## src/rtl/regdump_pkg.sv

```systemverilog
// Shared FSM encoding and default widths for the register-file dump reader.
package regdump_pkg;

   localparam int N_DEF        = 32;
   localparam int ADDR_W_DEF   = 5;
   localparam int NUM_REGS_DEF = 32;

   typedef enum logic [2:0] {
      IDLE,
      FETCH,
      SEND,
      CSUM,
      DONE
   } state_t;

endpackage

```

## src/rtl/regdump_index_counter.sv

```systemverilog
// Register index walker: clear, saturating increment, at-last-index flag.
// Single-cycle update; saturates at NUM_REGS-1 and never wraps.
module regdump_index_counter
   import regdump_pkg::*;
#(
   parameter int ADDR_W   = ADDR_W_DEF,
   parameter int NUM_REGS = NUM_REGS_DEF
) (
   input  logic              clk,
   input  logic              reset,
   input  logic              clear,
   input  logic              incr,
   output logic [ADDR_W-1:0] idx,
   output logic              at_last
);

   localparam logic [ADDR_W-1:0] LAST_IDX = ADDR_W'(NUM_REGS - 1);

   always_ff @(posedge clk or negedge reset) begin
      if (!reset) begin
         idx <= '0;
      end else if (clear) begin
         idx <= '0;
      end else if (incr && (idx != LAST_IDX)) begin
         idx <= idx + 1'b1;
      end
   end

   assign at_last = (idx == LAST_IDX);

endmodule

```

## src/rtl/regfile_dump_reader.sv

```systemverilog
// Streams every register-file word with its index; optional XOR checksum word (REGDUMP_CHECKSUM_EN).
// Latency: start edge -> FETCH -> SEND, 2 cycles per word with dump_ready high.
// Backpressure: SEND holds data/index/last stable until dump_valid & dump_ready.
module regfile_dump_reader
   import regdump_pkg::*;
#(
   parameter int N        = N_DEF,
   parameter int NUM_REGS = NUM_REGS_DEF,
   parameter int ADDR_W   = ADDR_W_DEF
) (
   input  logic              clk,
   input  logic              reset,
   input  logic              start,
   output logic [ADDR_W-1:0] rf_read_addr,
   input  logic [N-1:0]      rf_read_data,
   output logic [N-1:0]      dump_data,
   output logic [ADDR_W-1:0] dump_index,
   output logic              dump_valid,
   input  logic              dump_ready,
   output logic              dump_last,
   output logic              busy,
   output logic              done
);

`ifdef REGDUMP_CHECKSUM_EN
   localparam bit CSUM_EN = 1'b1;
`else
   localparam bit CSUM_EN = 1'b0;
`endif

   state_t            state;
   logic [ADDR_W-1:0] idx;
   logic              at_last;
   logic              idx_clear;
   logic              idx_incr;

   // Clearing in DONE leaves the read port parked at index 0 while idle.
   assign idx_clear = ((state == IDLE) && start) || (state == DONE);
   assign idx_incr  = (state == SEND) && dump_ready && !at_last;

   regdump_index_counter #(
      .ADDR_W   (ADDR_W),
      .NUM_REGS (NUM_REGS)
   ) u_index_counter (
      .clk     (clk),
      .reset   (reset),
      .clear   (idx_clear),
      .incr    (idx_incr),
      .idx     (idx),
      .at_last (at_last)
   );

   assign rf_read_addr = idx;

`ifdef REGDUMP_CHECKSUM_EN
   logic [N-1:0] csum;

   always_ff @(posedge clk or negedge reset) begin
      if (!reset) begin
         csum <= '0;
      end else if ((state == IDLE) && start) begin
         csum <= '0;
      end else if (state == FETCH) begin
         csum <= csum ^ rf_read_data;
      end
   end
`endif

   always_ff @(posedge clk or negedge reset) begin
      if (!reset) begin
         state      <= IDLE;
         dump_data  <= '0;
         dump_index <= '0;
         dump_valid <= 1'b0;
         dump_last  <= 1'b0;
         busy       <= 1'b0;
         done       <= 1'b0;
      end else begin
         done <= 1'b0;
         case (state)
            IDLE: begin
               if (start) begin
                  state <= FETCH;
                  busy  <= 1'b1;
               end
            end
            FETCH: begin
               dump_data  <= rf_read_data;
               dump_index <= idx;
               dump_valid <= 1'b1;
               dump_last  <= at_last && !CSUM_EN;
               state      <= SEND;
            end
            SEND: begin
               if (dump_ready) begin
                  if (at_last) begin
`ifdef REGDUMP_CHECKSUM_EN
                     state      <= CSUM;
                     dump_data  <= csum;
                     dump_index <= '0;
                     dump_last  <= 1'b1;
`else
                     state      <= DONE;
                     dump_valid <= 1'b0;
                     dump_last  <= 1'b0;
                     done       <= 1'b1;
`endif
                  end else begin
                     state      <= FETCH;
                     dump_valid <= 1'b0;
                     dump_last  <= 1'b0;
                  end
               end
            end
`ifdef REGDUMP_CHECKSUM_EN
            CSUM: begin
               if (dump_ready) begin
                  state      <= DONE;
                  dump_valid <= 1'b0;
                  dump_last  <= 1'b0;
                  done       <= 1'b1;
               end
            end
`endif
            DONE: begin
               state <= IDLE;
               busy  <= 1'b0;
            end
            default: begin
               state      <= IDLE;
               dump_valid <= 1'b0;
               dump_last  <= 1'b0;
               busy       <= 1'b0;
            end
         endcase
      end
   end

endmodule

```

## config.mk

```make
export PLATFORM = sky130hd
export DESIGN_NAME = regfile_dump_reader
export DESIGN_NICKNAME = d
export VERILOG_FILES = /design/src/rtl/regdump_pkg.sv /design/src/rtl/regdump_index_counter.sv /design/src/rtl/regfile_dump_reader.sv
export SDC_FILE = /design/constraint.sdc
export NUM_CORES = 1
export LEC_CHECK = 0
export CORE_MARGIN = 2
export CORE_UTILIZATION = 45
export CTS_CLUSTER_SIZE = 16
export DETAILED_ROUTE_END_ITERATION = 6
export PLACE_DENSITY = 0.84
export SLEW_MARGIN = 20
export SYNTH_ARGS = -nofsm -noshare
export SYNTH_HDL_FRONTEND = slang
export SYNTH_SLANG_ARGS = --single-unit
```

## constraint.sdc

```tcl
create_clock -name clk -period 4.1 [get_ports clk]
set_input_delay 0.615 -clock clk [delete_from_list [all_inputs] [get_ports clk]]
set_output_delay 0.615 -clock clk [all_outputs]
set_load 0.05 [all_outputs]
```

After elaboration in Yosys (flattened, before gate mapping)
Cells that the tools add are included.
{"block": "word_totals", "mem_bits_rw": 0, "romBits": 0, "mem_count": 0, "latchBits": 0, "output_inout_bits": 46, "elab_cells": 45, "register_bits": 49, "in_bits": 36}
{"block": "classes", "reduce_logical": 13, "n_eq_ne": 7, "n_bitwise": 2, "magnitude_cmp": 0, "n_shift": 0, "mul": 0, "mux": 14, "n_addsub": 1, "n_div": 0}
{"op": "$mux W5", "n": 2}
{"op": "$mux W3", "n": 3}
{"op": "$pmux W3 S3", "n": 1}
{"op": "$pmux W1 S3", "n": 2}
{"op": "$reduce_and A2 Y1", "n": 3}
{"op": "$add A5 B1 Y5 const B", "n": 1}
{"op": "$eq A5 B5 Y1 const B", "n": 1}
{"op": "$mux W1", "n": 5}
{"op": "$ne A5 B5 Y1 const B", "n": 1}
{"op": "$logic_and A1 B1 Y1", "n": 4}
{"op": "$ne A2 B2 Y1 const B", "n": 2}
{"op": "$reduce_or A2 Y1", "n": 2}
{"op": "$eq A3 B1 Y1 const B", "n": 1}
{"op": "$eq A3 B2 Y1 const B", "n": 1}
{"op": "$eq A3 B3 Y1 const B", "n": 1}
{"op": "$logic_not A3 Y1", "n": 1}
{"op": "$not A1 Y1", "n": 2}
{"op": "$pmux W1 S2", "n": 1}
{"op": "$reduce_bool A2 Y1", "n": 1}
{"op": "$logic_not A1 Y1", "n": 1}
{"op": "$logic_or A1 B1 Y1", "n": 1}

Depth between registers and ports, before layout
{"block": "depth", "depth_word": 6, "depth_mapped": 5, "ltp_nobuf": 5}

Modules after synthesis
A second synthesis with hierarchy kept.
{"block": "unflattened", "hier_cells": 132, "hier_area_um2": 2095.8}
{"module": "regfile_dump_reader", "n_inst": 1, "area_per_inst_um2": 1846.8, "cells_per_inst": 109}
{"module": "regdump_index_counter", "n_inst": 1, "area_per_inst_um2": 249.0, "cells_per_inst": 23}

Worst setup path after synthesis
No wires, ideal clock.
{"block": "synth_path", "kind": "reg2reg", "from": "register u_index_counter.idx[0]", "to": "register u_index_counter.idx[3]", "stages_incl_launch_ff": 6, "path_buffers": 0, "setup_slack_ps": 2311, "t_arrival_ps": 1704, "period_less_slack_ps": 1789, "path_cell_list": "dfrtp_1 ha_1 and3_1 ha_1 nor3_1 mux2i_1"}
{"block": "synth_via", "elab_chain_cells": 5, "elab_cells_between_ends": 9}
{"element": "start, declared", "line_no": "regdump_index_counter.sv:13", "rtl": "output logic [ADDR_W-1:0] idx,"}
{"element": "start signal, assigned", "line_no": "regdump_index_counter.sv:25", "rtl": "idx <= idx + 1'b1;"}
{"element": "parallel branches: the longest is 5 deep, another holds $add A5 B1 Y5"}
Parallel ways; which one is timed is not known. The select of a mux whose other input is x is not followed.
A chain may end at the register's enable or synchronous reset.

Worst setup path after layout
{"block": "layout_path", "from": "register u_index_counter.idx[0]", "to": "output port rf_read_addr[0]"}
{"element": "end, declared", "line_no": "regfile_dump_reader.sv:14", "rtl": "output logic [ADDR_W-1:0] rf_read_addr,"}
No word-level cell between the ends.

==> results.sh <==
export IMPL_cp_num_buf_inv=1
export IMPL_via_per_inst=5.056
export IMPL_r2r_end="dump_data[11]"
export IMPL_clock_latency_ns=0.29
export IMPL_dp_cells=261
export IMPL_hp_class="primary input to asynchronous set/reset pin"
export IMPL_end_kind="primary output"
export IMPL_cts_setup_buffers=0
export IMPL_vias=1355
export IMPL_met1Wirelength_mm=1.920
export IMPL_firstDrtPassIters=4
export IMPL_r2r_cells=4
export IMPL_skew_ns=0.004181
export IMPL_utilization=0.6798
export IMPL_wl_per_cell_um=16.38
export IMPL_power_density_mw_per_mm2=891.4
export IMPL_arrival_ns=1.56
export IMPL_worst_pin_slew_ns=0.6208
export IMPL_crit_family="buffers and inverters"
export IMPL_ys_seq_elements=49
export IMPL_startpoint="u_index_counter.idx[0]"
export IMPL_synth_nets=170
export IMPL_nNetsFinal=255
export IMPL_timing_rr_start="state[1]"
export IMPL_slowest_delay_ns=0.84
export IMPL_die_area_mm2=0.004945
export IMPL_tns_ns=0
export IMPL_die_width_um=70.32
export IMPL_clk_pin_slew_ns=0.08
export IMPL_r2r_setup_slack_ns=2.33
export IMPL_criticalPathCategory="register to primary output"
export IMPL_clkSinkCount=49
export IMPL_synth_area_per_cell_um2=15.00
export IMPL_grt_pass1_wl_mm=7.010
export IMPL_start_util=0.4610
export IMPL_grt_pass1_vias=1352
export IMPL_crit_chain="clkdlybuf4s50_1"
export IMPL_grt_overflow_total=0
export IMPL_port_buffer_count=81
export IMPL_grt_max_degree=50
export IMPL_start_kind="register"
export IMPL_wl_met2_mm=2.102
export IMPL_drv_slew=0
export IMPL_ys_seq_area_frac=0.6195
export IMPL_hpwl_mm=3.141
export IMPL_cts_root_buf="clkbuf_8"
export IMPL_period_share=0.5317
export IMPL_final_common_cell="clkdlybuf4s50_1"
export IMPL_dpl_cell_area_mm2=0.002823
export IMPL_top_layer="met4"
export IMPL_power_static_leakage_nw=1.253
export IMPL_ant_nets=0
export IMPL_met3_length_um=268
export IMPL_peakVddDrop_uv=472.9
export IMPL_gp_congestion=0.7327
export IMPL_cts_tree="done"
export IMPL_required_ns=3.48
export IMPL_synthesis_area_mm2=0.001979
export IMPL_hold_ws_ns=0.3240
export IMPL_path_max_fanout=6
export IMPL_rsz0062_at_grt="false"
export IMPL_dp_slack_ns=1.985
export IMPL_grt_usage=0.1852
export IMPL_syn_inst=132
export IMPL_drt_iter0_markers=81
export IMPL_routed_wl_mm=4.391
export IMPL_final_cell_count_no_fill=268
export IMPL_cts_resized=0
export IMPL_synth_cell_types=26
export IMPL_syn_to_final_growth_pct=47.47
export IMPL_core_area_mm2=0.004294
export IMPL_layout_setup_ws_ns=1.920
export IMPL_layout_cells_most_common_list="80 x clkdlybuf4s50_1, 49 x dfrtp_1, 29 x mux2_2"
export IMPL_cts_made_buffers=5
export IMPL_crit_path_end="rf_read_addr[0]"
export IMPL_fmax_ghz=0.4588
export IMPL_cp_num_cells=1
export IMPL_outcome="finished, final reports clean"
export IMPL_num_rows=24
export IMPL_fin_area_mm2=0.002919
export IMPL_finalHoldViolations=0
export IMPL_slew_headroom=0.5861
export IMPL_finalPower_mw=2.602
export IMPL_antenna_found_initial=0
export IMPL_cpMaxStageDelayCell="clkdlybuf4s50_1"
export IMPL_ctsHoldBuffers=0
export IMPL_setup_viol=0
export IMPL_die_y_um=70.32
export IMPL_antenna_cells=0
export IMPL_drcViolationCount=0
export IMPL_ioPinCount=82
export IMPL_synth_warnings=0
export IMPL_maxCapViolations=0
export IMPL_clock_path_buffers=2
export IMPL_fin_crit_ns=2.180
export IMPL_drive_gt1_frac=0.2269
export IMPL_htree_num_levels=2
==> worst min path at each step <==
stage | start | to | slack (ns)
final | reset | dump_data[10] | 0.32
after global routing | reset | dump_data[10] | 0.37
after CTS | dump_data[10] | dump_data[10] | 0.51
after detailed placement | dump_data[10] | dump_data[10] | 0.49
after global placement | dump_data[12] | dump_data[12] | 0.49
after floorplan | reset | busy | 0.32
==> registers in the layout, indices dropped and copies added (netlist names) <==
name,cells
dump_last,1
u_index_counter.idx,5
state,3
busy,1
dump_valid,1
done,1
dump_data,32
dump_index,5
==> routing by layer <==
layer / global-route usage / up-vias
li1: - / 635
met5: 0 / -
met2: 0.2914 / 55
met4: 0.06838 / 0
met3: 0.05195 / 9
met1: 0.2450 / 656
==> synthesized netlist by cell type, drive strengths merged <==
cell type / number / area share
a21oi: 2 / 0.0051
a31o: 1 / 0.0044
a32o: 1 / 0.0051
and2: 2 / 0.0063
and3: 1 / 0.0032
and4bb: 1 / 0.0063
buf: 4 / 0.016
dfrtp: 49 / 0.62
ha: 2 / 0.013
inv: 2 / 0.0038
mux2: 37 / 0.23
mux2i: 3 / 0.015
nand2: 1 / 0.0019
nand2b: 2 / 0.0063
nand3: 2 / 0.0051
nand3b: 3 / 0.011
nand4bb: 1 / 0.0057
nor2: 5 / 0.011
nor2b: 1 / 0.0032
nor3: 1 / 0.0025
o21a: 1 / 0.0038
o21ai: 9 / 0.023
or2: 1 / 0.0032
==> layout make-up <==
type	count	area, um2
repair buffers	82	828.3
well taps	52	65.06
clock inverters	1	5.005
flip-flops and latches	49	1226
clock buffers	5	68.82
multi-input cells	77	718.2
fillers	336	1375
inverters	2	7.507
==> power breakdown <==
group	internal [mW]	switching (mW)
Clock	0.112	0.146
Combinational	0.614	0.931
Sequential	0.681	0.117
==> logic make-up (layout without fill, tap and decap cells) <==
group           Yosys count  count (layout)  synth area share
flops                    49              49            0.6195
compound gates           14              14           0.04109
fa+ha+maj                 2               2           0.01264
mux                      40              40            0.2408
simple gates             21              21           0.06574
buf+inv                   6              90           0.02023
No activity file was read; power rests on OpenSTA's default activity.
